===== config.mk =====
export PLATFORM = sky130hd
export DESIGN_NAME = flags_ctrl_flat
export DESIGN_NICKNAME = d
export VERILOG_FILES = /design/src/rtl/flags_ctrl_if.sv /design/src/rtl/flags_ctrl.sv /design/src/flat_wrapper.sv
export SDC_FILE = /design/constraint.sdc
export NUM_CORES = 1
export LEC_CHECK = 0
export CAP_MARGIN = 10
export CORE_MARGIN = 2
export CORE_UTILIZATION = 60
export CTS_CLUSTER_DIAMETER = 150
export DETAILED_ROUTE_END_ITERATION = 12
export DONT_BUFFER_PORTS = 1
export HOLD_SLACK_MARGIN = 0.12
export PLACE_DENSITY = 0.83
export SETUP_SLACK_MARGIN = 0.05
export SYNTH_ARGS = -nofsm -noshare
export SYNTH_HDL_FRONTEND = slang
export SYNTH_SLANG_ARGS = --single-unit
export TNS_END_PERCENT = 10

===== constraint.sdc =====
create_clock -name clk -period 4.67 [get_ports clk]
set_clock_uncertainty 0.2 [all_clocks]
set_input_delay 0.7005 -clock clk [delete_from_list [all_inputs] [get_ports clk]]
set_output_delay 0.7005 -clock clk [all_outputs]
set_load 0.05 [all_outputs]

===== src/rtl/flags_ctrl_if.sv =====
`default_nettype none
// +--------------------------------------------------------------------+
// | flags_ctrl_if : host write and maintenance RMW request bus          |
// | Rev 1.0                                                             |
// +--------------------------------------------------------------------+
interface flags_ctrl_if;
    logic        host_wr;
    logic [31:0] host_data;
    logic        mnt_req;
    logic [31:0] mnt_mask;
    logic [31:0] mnt_data;
    logic        mnt_ack;

    modport master (
        output host_wr,
        output host_data,
        output mnt_req,
        output mnt_mask,
        output mnt_data,
        input  mnt_ack
    );

    modport slave (
        input  host_wr,
        input  host_data,
        input  mnt_req,
        input  mnt_mask,
        input  mnt_data,
        output mnt_ack
    );
endinterface
`default_nettype wire


===== src/rtl/flags_ctrl.sv =====
`default_nettype none
// +--------------------------------------------------------------------+
// | flags_ctrl : capture FSM and write arbiter for the flags register   |
// | Rev 1.0                                                             |
// +--------------------------------------------------------------------+
module flags_ctrl #(
    parameter logic [31:0] LOCK_MASK    = 32'h0000_01FF,
    parameter int          FLUSH_CYCLES = 4,
    parameter int          RLE_BIT      = 8
) (
    input  logic         clk,
    input  logic         rst,
    flags_ctrl_if.slave  bus,
    input  logic         arm,
    input  logic         run,
    input  logic         capture_done,
    input  logic         abort,
    output logic         cmd_flags,
    output logic [31:0]  cmd_data,
    output logic         finish_now,
    output logic [31:0]  shadow_flags,
    output logic         cfg_locked,
    output logic         host_pending,
    output logic         host_overrun,
    output logic [1:0]   state
);

    localparam logic [1:0] S_IDLE  = 2'd0;
    localparam logic [1:0] S_ARMED = 2'd1;
    localparam logic [1:0] S_RUN   = 2'd2;
    localparam logic [1:0] S_FLUSH = 2'd3;
    localparam logic [7:0] C_FLUSH_LOAD = 8'(FLUSH_CYCLES);

    logic [1:0]  r_state;
    logic [7:0]  r_cnt;
    logic        r_cmd_flags;
    logic [31:0] r_cmd_data;
    logic        r_finish;
    logic        r_ack;
    logic [31:0] r_shadow;
    logic        r_locked;
    logic        r_pend_v;
    logic [31:0] r_pend_d;
    logic        r_ovr;

    logic [31:0] w_shadow_eff;
    logic        w_locked;
    logic        w_mnt_ok;
    logic [31:0] w_rmw;
    logic [1:0]  w_state_nxt;
    logic [7:0]  w_cnt_nxt;
    logic        w_finish_nxt;
    logic        w_wr;
    logic [31:0] w_wdata;
    logic        w_ack;
    logic        w_pend_v;
    logic [31:0] w_pend_d;
    logic        w_ovr;

    // Value the flags register holds after this edge; RMW merges into it so
    // back-to-back grants and a coincident finish_now are already accounted for.
    always_comb begin
        w_shadow_eff = r_cmd_flags ? r_cmd_data : r_shadow;
        if (r_finish) begin
            w_shadow_eff[RLE_BIT] = 1'b0;
        end
    end

    assign w_locked = (r_state != S_IDLE);
    assign w_mnt_ok = bus.mnt_req &&
                      (!w_locked || ((bus.mnt_mask & LOCK_MASK) == 32'h0));
    assign w_rmw    = (w_shadow_eff & ~bus.mnt_mask) | (bus.mnt_data & bus.mnt_mask);

    always_comb begin
        w_state_nxt  = r_state;
        w_cnt_nxt    = r_cnt;
        w_finish_nxt = 1'b0;
        case (r_state)
            S_IDLE: begin
                if (arm) w_state_nxt = S_ARMED;
            end
            S_ARMED: begin
                if (abort) begin
                    w_state_nxt  = S_IDLE;
                    w_finish_nxt = 1'b1;
                end else if (run) begin
                    w_state_nxt = S_RUN;
                end
            end
            S_RUN: begin
                if (abort) begin
                    w_state_nxt  = S_IDLE;
                    w_finish_nxt = 1'b1;
                end else if (capture_done) begin
                    w_state_nxt = S_FLUSH;
                    w_cnt_nxt   = C_FLUSH_LOAD;
                end
            end
            default: begin
                if (abort || (r_cnt == 8'd1)) begin
                    w_state_nxt  = S_IDLE;
                    w_cnt_nxt    = 8'd0;
                    w_finish_nxt = 1'b1;
                end else begin
                    w_cnt_nxt = r_cnt - 8'd1;
                end
            end
        endcase
    end

    // Host path wins in IDLE; while locked it only feeds the one-deep buffer.
    always_comb begin
        w_wr     = 1'b0;
        w_wdata  = r_cmd_data;
        w_ack    = 1'b0;
        w_pend_v = r_pend_v;
        w_pend_d = r_pend_d;
        w_ovr    = r_ovr;
        if (!w_locked && bus.host_wr) begin
            w_wr     = 1'b1;
            w_wdata  = bus.host_data;
            w_pend_v = 1'b0;
        end else if (!w_locked && r_pend_v) begin
            w_wr     = 1'b1;
            w_wdata  = r_pend_d;
            w_pend_v = 1'b0;
        end else if (w_mnt_ok) begin
            w_wr    = 1'b1;
            w_wdata = w_rmw;
            w_ack   = 1'b1;
        end
        if (w_locked && bus.host_wr) begin
            w_ovr    = r_ovr | r_pend_v;
            w_pend_v = 1'b1;
            w_pend_d = bus.host_data;
        end
    end

    always_ff @(posedge clk or posedge rst) begin
        if (rst) begin
            r_state     <= S_IDLE;
            r_cnt       <= 8'd0;
            r_cmd_flags <= 1'b0;
            r_cmd_data  <= 32'h0;
            r_finish    <= 1'b0;
            r_ack       <= 1'b0;
            r_shadow    <= 32'h0;
            r_locked    <= 1'b0;
            r_pend_v    <= 1'b0;
            r_pend_d    <= 32'h0;
            r_ovr       <= 1'b0;
        end else begin
            r_state     <= w_state_nxt;
            r_cnt       <= w_cnt_nxt;
            r_cmd_flags <= w_wr;
            r_cmd_data  <= w_wdata;
            r_finish    <= w_finish_nxt;
            r_ack       <= w_ack;
            r_shadow    <= w_shadow_eff;
            r_locked    <= (w_state_nxt != S_IDLE);
            r_pend_v    <= w_pend_v;
            r_pend_d    <= w_pend_d;
            r_ovr       <= w_ovr;
        end
    end

    assign bus.mnt_ack   = r_ack;
    assign cmd_flags     = r_cmd_flags;
    assign cmd_data      = r_cmd_data;
    assign finish_now    = r_finish;
    assign shadow_flags  = r_shadow;
    assign cfg_locked    = r_locked;
    assign host_pending  = r_pend_v;
    assign host_overrun  = r_ovr;
    assign state         = r_state;

endmodule
`default_nettype wire


===== src/flat_wrapper.sv =====
// flat-port wrapper written by rule: the top's interface ports become plain ports
module flags_ctrl_flat 
#(
    parameter logic [31:0] LOCK_MASK    = 32'h0000_01FF,
    parameter int          FLUSH_CYCLES = 4,
    parameter int          RLE_BIT      = 8
)
  (clk, rst, arm, run, capture_done, abort, cmd_flags, cmd_data, finish_now, shadow_flags, cfg_locked, host_pending, host_overrun, state, bus_host_wr, bus_host_data, bus_mnt_req, bus_mnt_mask, bus_mnt_data, bus_mnt_ack);
  flags_ctrl_if bus_i ();
  input  logic clk;
  input  logic rst;
  input  logic arm;
  input  logic run;
  input  logic capture_done;
  input  logic abort;
  output logic cmd_flags;
  output logic [31:0] cmd_data;
  output logic finish_now;
  output logic [31:0] shadow_flags;
  output logic cfg_locked;
  output logic host_pending;
  output logic host_overrun;
  output logic [1:0] state;
  input wire logic [$bits(bus_i.host_wr)-1:0] bus_host_wr;
  input wire logic [$bits(bus_i.host_data)-1:0] bus_host_data;
  input wire logic [$bits(bus_i.mnt_req)-1:0] bus_mnt_req;
  input wire logic [$bits(bus_i.mnt_mask)-1:0] bus_mnt_mask;
  input wire logic [$bits(bus_i.mnt_data)-1:0] bus_mnt_data;
  output wire logic [$bits(bus_i.mnt_ack)-1:0] bus_mnt_ack;
  assign bus_i.host_wr = bus_host_wr;
  assign bus_i.host_data = bus_host_data;
  assign bus_i.mnt_req = bus_mnt_req;
  assign bus_i.mnt_mask = bus_mnt_mask;
  assign bus_i.mnt_data = bus_mnt_data;
  assign bus_mnt_ack = bus_i.mnt_ack;
  flags_ctrl #(.LOCK_MASK(LOCK_MASK), .FLUSH_CYCLES(FLUSH_CYCLES), .RLE_BIT(RLE_BIT)) u_core (.clk(clk), .rst(rst), .bus(bus_i), .arm(arm), .run(run), .capture_done(capture_done), .abort(abort), .cmd_flags(cmd_flags), .cmd_data(cmd_data), .finish_now(finish_now), .shadow_flags(shadow_flags), .cfg_locked(cfg_locked), .host_pending(host_pending), .host_overrun(host_overrun), .state(state));
endmodule

==> Yosys cells after proc, flatten, opt, wreduce, memory -nomap -nowiden <==
Index checks and enable logic that the tools add are counted.
{ "word_totals": {"romBits": 0, "wordCells": 66, "in_bits": 104, "ff_bits": 112, "ramBits": 0, "output_inout_bits": 72, "latchBits": 0, "n_memories": 0} }
{ "classes": {"order_cmp": 0, "muxes": 27, "n_bitwise": 6, "eq_ne": 5, "n_shift": 0, "add_sub_neg": 1, "n_mul": 0, "n_reduce_logical": 16, "div": 0} }
{ "ops": {"columns": ["cell", "n"], "rows": [
  ["2-to-1 mux 32 bit", 4],
  ["AND 32 bit", 2],
  ["zero test 32 bit", 1],
  ["NOT 32 bit", 1],
  ["bitwise OR 32 bit", 1],
  ["2-to-1 mux 8 bit", 3],
  ["case mux 8 bit (2 select lines)", 1],
  ["2-to-1 mux 2 bit", 6],
  ["2-to-1 mux 1 bit", 11],
  ["equality test 8 x 1 -> 1 bit, second input constant", 1],
  ["subtractor 8 x 1 -> 8 bit, second input constant", 1],
  ["case mux 2 bit (3 select lines)", 1],
  ["nonzero test 3 bit", 2],
  ["logical AND 1 bit", 4],
  ["!= test 2 bit, second input constant", 2],
  ["nonzero test 2 bit", 2],
  ["OR reduction 2 bit", 2],
  ["AND reduction 3 bit", 1],
  ["equality test 2 x 1 -> 1 bit, second input constant", 1],
  ["equality test 2 bit, second input constant", 1],
  ["zero test 2 bit", 1],
  ["logical OR 1 bit", 2],
  ["case mux 1 bit (2 select lines)", 1],
  ["zero test 1 bit", 1],
  ["other kinds (2)", 2]
]} }

==> Depth between registers and ports, before layout <==
{ "depth": {"depth_word": 7, "mapped_depth": 8, "depth_no_buf": 6} }

==> Worst setup path before layout <==
OpenSTA, ideal clock, no wires.
{ "synth_path": {"path_kind": "register to register", "startpoint": "register u_core.r_state[0] (netlist: u_core.state[0])", "endpoint": "register u_core.r_pend_d[11]", "required_time_ps": 4345, "arrival_time_ps": 2213, "stages_incl_launch_ff": 8, "setup_ps": 125, "slack_ps": 2132, "path_cell_list": "dfrtp_1 -> inv_1 -> ha_1 -> buf_2 -> nor2b_1 -> clkbuf_1 -> clkbuf_1 -> mux2_2"} }
{ "synth_between": {"elab_chain_len": 2} }
{ "synth_lines": {"columns": ["item", "line", "text"], "rows": [
  ["from (decl)", "flags_ctrl.sv:34", "logic [1:0] r_state;"],
  ["from (signal assigned)", "flags_ctrl.sv:153", "r_state <= w_state_nxt;"],
  ["nonzero test 2 bit", "flags_ctrl.sv:69", "assign w_locked = (r_state != S_IDLE);"],
  ["logical AND 1 bit", "flags_ctrl.sv:132", "if (w_locked && bus.host_wr) begin"],
  ["to (signal assigned)", "flags_ctrl.sv:162", "r_pend_d <= w_pend_d;"],
  ["to (decl)", "flags_ctrl.sv:43", "logic [31:0] r_pend_d;"]
]} }
Every way passes these cells.
A chain may end at the register's enable or synchronous reset.

==> Worst setup path in the final report <==
{ "layout_path": {"startpoint": "register u_core.r_state[1] (netlist: u_core.state[1])", "endpoint": "register u_core.r_cmd_data[19] (netlist: u_core.cmd_data[19])"} }
{ "layout_between": {"elab_chain_len": 5, "word_cells_on_any_way": 9, "classes_between": "2 x mux; 7 x reduce/logical"} }
{ "layout_lines": {"columns": ["item", "line", "text"], "rows": [
  ["nonzero test 2 bit *", "flags_ctrl.sv:69", null],
  ["zero test 1 bit *", "flags_ctrl.sv:71, flags_ctrl.sv:119, flags_ctrl.sv:123", null],
  ["logical AND 1 bit or logical OR 1 bit (tied branches)", "flags_ctrl.sv:123, flags_ctrl.sv:71", null],
  ["2-to-1 mux 32 bit or logical AND 1 bit (tied branches)", "flags_ctrl.sv:123, flags_ctrl.sv:70", null],
  ["2-to-1 mux 32 bit or nonzero test 3 bit (tied branches)", null, null],
  ["to (signal assigned)", "flags_ctrl.sv:156", "r_cmd_data <= w_wdata;"],
  ["to (decl)", "flags_ctrl.sv:37", "logic [31:0] r_cmd_data;"]
]} }
Mark *: on every way between the ends. The rest lies on a longest branch, timed or not.

==> results.yml <==
outcome:
  status: "finished clean"
route:
  vias: 3432
  drc: 0
  firstDrtPassIters: 4
  wirelength_um: 11800
  wl_per_cell_um: 22.6
  viasPerCell: 6.56
  first_iter_violations: 165
  drtAntennaViolNets: 0
logic_synthesis:
  async_flop_share_pct: 100
  synth-edff-count: 0
  ys_ff_latch: 112
  seq_area_frac_synth_pct: 53.4
  synth-main-ff-cell: "dfrtp_1"
  avgSynthCellArea_um2: 12.5
  yosys_warnings: 0
  syn_area_um2: 5250
  ys_types: 38
  synth_cells: 421
  synth_fp_nets: 531
finish:
  diodes: 0
  syn2layout_area_growth_pct: 6.42
  num-fill-cells: 674
  drive_above_1_share_pct: 29.4
  nets: 521
placed_design:
  numPortBuffers: 0
  gp_congestion: 0.797
  place_hpwl_um: 8140
critical_path:
  crit_fanout: 28
  cp_slowest_cell: "nand2_1"
  max_stage_delay_ps: 870
  cp.arrival_ps: 3590
  crit_path_start_kind: "flop"
  worst-path-buf-inv: 1
  end_kind: "flop"
  rr_worst_depth: 6
  cp.required_ps: 4730
  worst-path-stages: 6
  path_cells: "inv_1 -> ha_1 -> nand2_1 -> o22ai_1 -> a21oi_1 -> mux2_2"
  critPathKind: "reg2reg"
  crit_family: "simple AND/OR/NAND/NOR gates"
floorplan:
  core_area_um2: 8590
  dieArea_um2: 9510
  num_rows: 34
  dieWidth_um: 97.5
  initial_core_util_pct: 61.0
  io-pin-count: 176
  die_h_um: 97.5
clock_tree:
  numCtsBuffers: 9
  h-tree-depth: 3
  clkSinkCount: 112
  cts_resized: 0
  root_buffer: "clkbuf_8"
  hold_buffers: 0
  clk_pin_slew_ps: 110
  clock_latency_ps: 380
  cts_tree: "yes"
  cts.path.max_buffers: 2
  postCtsSetupRepairBufs: 0
timing:
  finalSetupViolations: 0
  relSlewSlack_pct: 24.9
  min_period_over_period_pct: 75.7
  rsz0062_at_grt: "no"
  hold_viol_final: 0
  fin_crit_ps: 3530
  finalSetupTns_ps: 0
  worst_pin_slew_ps: 1120
  clock.fmax_mhz: 283
  slew_viol_final: 0
global_routing:
  grt_max_degree: 85
  grt_pass1_wl_um: 18700
  grt_pass1_vias: 3600
  antenna_found_initial: 0
  grtUsageTotal_pct: 25.0
  grt_overflow_total: 0
run:
  maxCapViolCount: 0
hold_path:
  hold_class: "in2async"
==> synthesized netlist by cell type (2+ instances only) <==
cell | count | area share (%)
nor4_1 | 2 | 0.24
nor2_1 | 10 | 0.72
o311a_1 | 2 | 0.38
buf_2 | 8 | 0.76
ha_1 | 6 | 1.4
a21o_1 | 2 | 0.29
o22ai_1 | 31 | 3.7
mux2_2 | 95 | 20
nand2b_1 | 2 | 0.24
buf_4 | 3 | 0.43
inv_1 | 13 | 0.93
a31oi_1 | 5 | 0.60
nand3b_1 | 2 | 0.29
clkbuf_1 | 13 | 0.93
mux2i_1 | 30 | 5.7
or2_2 | 2 | 0.24
nand2_1 | 5 | 0.36
a21oi_1 | 35 | 3.3
nand4b_1 | 3 | 0.50
xnor2_1 | 3 | 0.50
o21ai_0 | 9 | 0.86
or4_1 | 2 | 0.29
a2111oi_0 | 2 | 0.33
or3_1 | 3 | 0.36
nor3_1 | 5 | 0.48
dfrtp_1 | 112 | 53
nand3_1 | 3 | 0.29
o21a_1 | 3 | 0.43
==> state kept, by name, summed over array words and instances, names as in the netlist <==
| name | cells |
|---|---|
| u_core.state | 2 |
| u_core.bus.mnt_ack | 1 |
| u_core.finish_now | 1 |
| u_core.host_pending | 1 |
| u_core.r_cnt | 8 |
| u_core.cfg_locked | 1 |
| u_core.cmd_data | 32 |
| u_core.host_overrun | 1 |
| u_core.r_pend_d | 32 |
| u_core.shadow_flags | 32 |
| u_core.cmd_flags | 1 |
==> final cells by class <==
cell class,instances,area (um2),area share (%)
clock buffers,9,124,2.22
repair buffers,3,42.5,0.762
well taps,108,135,2.42
inverters,13,51.3,0.919
flip-flops and latches,112,2800,50.2
clock inverters,6,116,2.08
multi-input cells,272,2310,41.4
==> cell families after synthesis <==
| group | after synthesis | share of synthesized area, % |
|---|---|---|
| AO/OA/AOI/OAI | 96 | 11.0 |
| XOR/XNOR | 3 | 0.501 |
| adder cells (fa/ha/maj) | 6 | 1.43 |
| buffers and inverters | 37 | 3.05 |
| flip-flops | 112 | 53.4 |
| multiplexers | 125 | 26.1 |
| AND/OR/NAND/NOR | 42 | 4.44 |
==> through the flow <==
step	utilization (%)	std cells	setup slack, ps	instance area [um2]	hold WS [ps]
after floorplan	-	421	810	5250	272
after global placement	61.8	507	1330	5310	282
after detailed placement	61.8	507	1200	5310	295
after CTS	64.6	522	1190	5550	242
after global routing	65.0	523	909	5580	240
final	65.0	523	1140	5580	226
==> cell usage in the layout (no fill, tap or decap), types with 2 or more instances in the layout <==
cell	Yosys	final
a21oi_1	35	35
buf_4	3	2
a2111oi_0	2	2
inv_1	13	12
o311a_1	2	2
mux2i_1	30	30
nor2_1	10	10
clkbuf_8	0	9
or4_1	2	2
or3_1	3	3
xnor2_1	3	3
a31oi_1	5	5
o21ai_0	9	9
bufinv_16	0	3
nor4_1	2	2
o21a_1	3	3
a21o_1	2	2
mux2_2	95	95
nor3_1	5	5
nand4b_1	3	3
dfrtp_1	112	111
nand3b_1	2	2
o21ai_4	0	2
ha_1	6	6
nand2b_1	2	2
nand2_1	5	5
nand3_1	3	3
o22ai_1	31	31
clkinv_4	0	2
or2_2	2	2
==> path summary, 6_finish.rpt <==
kind | from | to | slack [ps]
max | u_core.state[1] | u_core.cmd_data[19] | 1140
min in group clk | bus_host_wr | u_core.host_pending | 250
min reg2reg | u_core.r_pend_d[23] | u_core.r_pend_d[23] | 320
min | rst | u_core.shadow_flags[13] | 230
max reg2reg | u_core.state[1] | u_core.cmd_data[19] | 1140
max in group asynchronous | rst | u_core.cmd_data[0] | 3040
==> worst reg2reg max path, stage by stage, from the launching register on <==
cell and delay [ps]:
dfrtp_1 650, inv_1 210, ha_1 660, nand2_1 870, o22ai_1 440, a21oi_1 80
mux2_2 320
==> per-layer routing <==
| layer | up-vias | global-route usage (%) | part of all wire (%) |
|---|---|---|---|
| met2 | 142 | 40.4 | 49 |
| met5 | - | 0 | 0 |
| li1 | 1544 | - | - |
| met4 | 0 | 10.8 | 2.4 |
| met1 | 1724 | 31.4 | 40 |
| met3 | 22 | 7.55 | 7.9 |
Power is not shown: default switching activity piles up to over one toggle a cycle in this logic, so the estimate is an artifact.
